**config.mk**
```make
export PLATFORM = sky130hd
export DESIGN_NAME = instruction_fetch_unit
export DESIGN_NICKNAME = d
export VERILOG_FILES = /design/src/rtl/instruction_fetch_unit_pkg.sv /design/src/rtl/instruction_fetch_unit_fetch_buffer.sv /design/src/rtl/instruction_fetch_unit.sv
export SDC_FILE = /design/constraint.sdc
export NUM_CORES = 1
export LEC_CHECK = 0
export CORE_UTILIZATION = 50
export DETAILED_ROUTE_END_ITERATION = 16
export PLACE_DENSITY = 0.85
export SYNTH_ARGS = -nofsm -noshare
export SYNTH_HDL_FRONTEND = slang
export SYNTH_SLANG_ARGS = --single-unit
```
**constraint.sdc**
```tcl
create_clock -name clk -period 2.3 [get_ports clk]
set_input_delay 0.46 -clock clk [delete_from_list [all_inputs] [get_ports clk]]
set_output_delay 0.46 -clock clk [all_outputs]
set_load 0.01 [all_outputs]
```
**src/rtl/instruction_fetch_unit_pkg.sv**
```systemverilog
// Shared definitions for the instruction fetch unit.
//   ADDR_W / INSTR_W   : word-address and instruction widths
//   HALT_INSTR_DEF     : default encoding that stops sequential fetch
//   fetch_state_e      : fetch FSM states
//   fetch_entry_t      : one fetch-buffer entry {pc, instr}
package instruction_fetch_unit_pkg;
  localparam int ADDR_W  = 48;
  localparam int INSTR_W = 32;
  localparam logic [INSTR_W-1:0] HALT_INSTR_DEF = 32'h0000_0073;

  typedef enum logic [1:0] {
    FETCH  = 2'd0,
    STALL  = 2'd1,
    HALTED = 2'd2
  } fetch_state_e;

  typedef struct packed {
    logic [ADDR_W-1:0]  pc;
    logic [INSTR_W-1:0] instr;
  } fetch_entry_t;
endpackage

```
**src/rtl/instruction_fetch_unit_fetch_buffer.sv**
```systemverilog
// fetch_buffer: 2-entry in-order FIFO of {pc, instr}.
//   clk, rst_n : clock, async active-low reset (clears count and storage)
//   push       : enqueue push_data
//   pop        : dequeue head
//   flush      : drop everything (wins over push/pop)
//   count      : occupancy 0..2
//   head       : registered head entry (slot0)
// Callers never push when full without popping in the same cycle,
// and never pop when empty.
module fetch_buffer
  import instruction_fetch_unit_pkg::*;
(
  input  logic         clk,
  input  logic         rst_n,
  input  logic         push,
  input  fetch_entry_t push_data,
  input  logic         pop,
  input  logic         flush,
  output logic [1:0]   count,
  output fetch_entry_t head
);
  fetch_entry_t slot0, slot1;

  always_ff @(posedge clk or negedge rst_n) begin
    if (!rst_n) begin
      count <= 2'd0;
      slot0 <= '0;
      slot1 <= '0;
    end else if (flush) begin
      count <= 2'd0;
    end else begin
      case ({push, pop})
        2'b10: begin
          if (count == 2'd0) slot0 <= push_data;
          else               slot1 <= push_data;
          count <= count + 2'd1;
        end
        2'b01: begin
          slot0 <= slot1;
          count <= count - 2'd1;
        end
        2'b11: begin
          // Occupancy unchanged; shift when full so order is preserved.
          if (count == 2'd1) begin
            slot0 <= push_data;
          end else begin
            slot0 <= slot1;
            slot1 <= push_data;
          end
        end
        default: ;
      endcase
    end
  end

  assign head = slot0;
endmodule

```
**src/rtl/instruction_fetch_unit.sv**
```systemverilog
// instruction_fetch_unit: sequential instruction fetch into a 2-entry
// buffer, with redirect, backpressure stall and halt-on-instruction.
//   clk, rst_n        : clock, async active-low reset
//   imem_addr         : word address to instruction memory (= pc)
//   imem_instr        : combinational memory read data for imem_addr
//   redirect_valid/target : branch/jump; flushes and reloads pc
//   out_valid/instr/pc    : buffer head toward decode
//   out_ready         : decode accepts head
//   halted            : fetch stopped after a HALT_INSTR was enqueued
module instruction_fetch_unit
  import instruction_fetch_unit_pkg::*;
#(
  parameter logic [47:0] RESET_PC   = 48'h0,
  parameter logic [31:0] HALT_INSTR = HALT_INSTR_DEF
) (
  input  logic        clk,
  input  logic        rst_n,
  output logic [47:0] imem_addr,
  input  logic [31:0] imem_instr,
  input  logic        redirect_valid,
  input  logic [47:0] redirect_target,
  output logic        out_valid,
  output logic [31:0] out_instr,
  output logic [47:0] out_pc,
  input  logic        out_ready,
  output logic        halted
);
  logic [ADDR_W-1:0] pc;
  fetch_state_e      state;
  logic [1:0]        count;
  fetch_entry_t      head, push_data;
  logic              pop, push, can_push;

  assign imem_addr = pc;
  assign out_valid = (count != 2'd0);
  assign out_instr = head.instr;
  assign out_pc    = head.pc;
  assign halted    = (state == HALTED);

  // Redirect suppresses both sides of the buffer for its cycle.
  assign pop      = out_valid && out_ready && !redirect_valid;
  assign can_push = (count != 2'd2) || pop;
  assign push     = !redirect_valid && (state != HALTED) && can_push;

  assign push_data.pc    = pc;
  assign push_data.instr = imem_instr;

  fetch_buffer u_buf (
    .clk       (clk),
    .rst_n     (rst_n),
    .push      (push),
    .push_data (push_data),
    .pop       (pop),
    .flush     (redirect_valid),
    .count     (count),
    .head      (head)
  );

  always_ff @(posedge clk or negedge rst_n) begin
    if (!rst_n) begin
      pc    <= RESET_PC;
      state <= FETCH;
    end else if (redirect_valid) begin
      pc    <= redirect_target;
      state <= FETCH;
    end else if (push) begin
      // Natural 48-bit wrap.
      pc    <= pc + 48'd1;
      state <= (imem_instr == HALT_INSTR) ? HALTED : FETCH;
    end else if (state != HALTED) begin
      // Not halted and no push means full with no pop.
      state <= STALL;
    end
  end
endmodule

```
==> flow_summary.ini <==
[yosys]
synthAdderAreaFrac_pct = 0.4985
synth_top_family_by_area = multiplexers
synth_seq_cells = 212
ys_types = 68
yosys.area.top_type = dfrtp_1
synth_fp_nets = 1007
synthTopCellsByArea = dfrtp_1, mux2_2, mux2i_1
syn-instance-count = 919
synth-xor-area-share_pct = 0.7851
synth.top_cell.area_share_pct = 52.84
synthArstFlopShare_pct = 100.0
seq_area_frac_synth_pct = 52.84
synth_ff_type = dfrtp_1
synthSimpleGateAreaFrac_pct = 14.99
synth_area_per_cell_um2 = 10.92
synth_compound_area_share_pct = 10.49
synth.yosys.warnings = 0
synth_mux_area_share_pct = 16.86
syn-cell-area_um2 = 10040
synth_edf_count = 0

[routing]
drc = 0
wl_per_cell_um = 19.18
num_vias = 8249
drt-vias-per-instance = 5.721
antenna_left = 0
dr.pass1.iters = 5
wl_um = 27650
drt_iter0_drc = 619

[clock_network]
cts.clk_slew.worst_paths_ns = 0.06
cts-root-buf = clkbuf_16
clock_latency_ns = 0.50
ctsHtreeMaxLevel = 1
tritoncts = yes
cts_max_path_buffers = 3
cts_buffers = 22
cts.sinks = 212

[flow_run]
maxCapViolations = 0

[critical_path]
critPathLaunch = imem_addr[0]
endpoint_kind = flop
r2r_end = imem_addr[26]
reg2reg_slack_ns = 0.10
worstReg2RegStart = imem_addr[0]
critical_path_required_ns = 2.67
ff2ff_path_depth = 7
cp-start-kind = flop
worst_ep_arrival_time_ns = 2.57
critPathKind = flop to flop
worst-path-max-fanout = 7

[pwr]
vdd.ir_drop.worst_mv = 0.8152
power_density_nw_per_um2 = 1152
power_leakage_uw = 0.005631

[final_layout]
drive_above_1_share_pct = 17.59
postLayoutCoreUtil_pct = 69.94
final_cells = 1442
diodes = 0
syn2layout_area_growth_pct = 36.48
nets = 1250

[worst_hold_path]
holdPathEnd = u_buf.head[77]
hold_class = flop to flop
min_from = u_buf.head[77]
min_path_cells = 2

[placement]
dp.cells = 1398
dp_hpwl_um = 18820
port_buffers = 213
gp_congestion = 0.9078

[die]
die_w_um = 143.7
die_h_um = 143.7
initial_utilization_pct = 51.25
io_pins = 214
coreArea_um2 = 19590
dieArea_um2 = 20650
rows = 51

[timing]
relSlewSlack_pct = 65.75
drv_slew = 0
fin_crit_sh_pct = 95.58
finalWorstPathRequiredPeriod_ns = 2.198
tightest_slew_ns = 0.5138
hold-worst-slack_ns = 0.4735
clock_skew_ns = 0.009935
finalHoldViolCount = 0
grt_setup_unrepaired = false
setup_viol = 0
fmax_mhz = 454.9

[global_route]
grt_pass1_wl_um = 42730
grt_pass1_vias = 8166
globalRoute.totalOverflow = 0
grtUsageTotal_pct = 26.36
antenna_found_initial = 1
grt_max_degree = 161

[status]
status = finished clean
==> worst max path at each step <==
stage,end,slack [ns],depth (start not counted)
global placement,imem_addr[24],-0.14,8
global route,imem_addr[26],0.006,9
detailed placement,imem_addr[42],-0.19,7
floorplan,imem_addr[44],0.11,6
finish,imem_addr[26],0.10,7
CTS,u_buf.head[62],0.02,9
==> final cells by class <==
| type | count | area, µm² |
|---|---|---|
| fill | 1394 | 5888 |
| clock buffer | 31 | 665.6 |
| sequential | 212 | 5305 |
| timing repair buffer | 279 | 2794 |
| clock inverter | 8 | 142.6 |
| tap | 265 | 331.6 |
| inverter | 9 | 38.79 |
| multi-input combinational | 638 | 4424 |
==> kinds of logic (layout without fill, tap and decap cells) <==
kind of cell	Yosys count	count (layout)
muxes	159	159
and+or+nand+nor	294	294
adders and majority gates	4	4
xor gates and xnor gates	9	9
buffers and inverters	69	327
DFF	212	212
AOI/OAI and AO/OA	172	172
==> stage by stage <==
step | area, µm² | power (µW) | setup slack (ns) | TNS [ns]
2_1_floorplan | 10040 | 8990 | 0.1141 | 0
3_3_place_gp | 12800 | 11520 | -0.1362 | -12.32
3_5_place_dp | 12800 | 11790 | -0.1909 | -16.82
4_1_cts | 13620 | 15760 | 0.01549 | 0
5_1_grt | 13700 | 16650 | 0.006078 | 0
6_report | 13700 | 15790 | 0.1016 | 0
==> power by group <==
| part | leakage (µW) | switching, µW | internal (µW) |
|---|---|---|---|
| combinational | 0.00264 | 2610 | 3110 |
| clock | 0.000397 | 1450 | 2460 |
| sequential | 0.00259 | 930 | 5230 |
==> synth_stat cells, types with 4 or more instances <==
cell	instances
nor4_1	7
nor2b_1	4
nor2_1	21
and3_1	6
nand4_1	20
inv_1	8
o311ai_0	9
buf_6	4
clkbuf_1	28
o211ai_1	16
o21ai_1	14
ha_1	4
dfrtp_1	212
mux2i_1	78
nand2_1	156
a21oi_1	9
or4_1	11
nand2b_1	4
nand3_1	25
mux2_2	75
or3_1	5
xor2_1	8
mux2_1	6
a31oi_1	4
buf_2	23
o21ai_0	90
o31ai_1	8
nor3_1	5
==> metal layers <==
layer  routed length (µm)  track usage, %  vias to the layer above
met2                13000           42.16                      312
met5                   13               0                        -
met4                  510           7.391                        2
li1                     -               -                     3812
met3                 2237           6.764                       51
met1                11890           35.47                     4072
==> critical path: stages, from the launching register on <==
cell and delay, ns:
dfrtp_1 0.37, ha_1 0.27, nand4_4 0.16, nor3_4 0.37, nand3_4 0.13, buf_4 0.20
o311ai_0 0.43, nand3_1 0.14
==> flip-flops by register name, indices dropped and copies added, names as in the netlist <==
signal	flops
u_buf.slot1	80
state	2
u_buf.head	80
u_buf.count	2
imem_addr	48
==> layout by cell type, fill, tap and decap left out, drive strengths merged, types with 4 or more instances in the layout <==
master           n
clkbuf          32
ha               4
a31oi            4
nor2b            4
nand2          157
bufinv           4
o311ai          10
nor3             7
or4             11
buf             66
mux2i           78
o21ai          104
nor4            10
and3             9
inv              9
a21oi           10
mux2            81
a211oi           4
and4             5
nor2            21
nand3           29
dfrtp          212
o211ai          16
clkdlybuf4s50  209
nand4           23
o31ai            8
nand2b           4
or3              5
xor2             8
==> repair_timing <==
action,CTS,global route
hold buffers,1,0
pin swaps,1,2
setup endpoints to repair,13,101
cloned,0,1
setup buffers,0,3
resized for setup,2,9
hold endpoints to repair,58,0
Note: power is estimated with default switching activity, not from simulation.
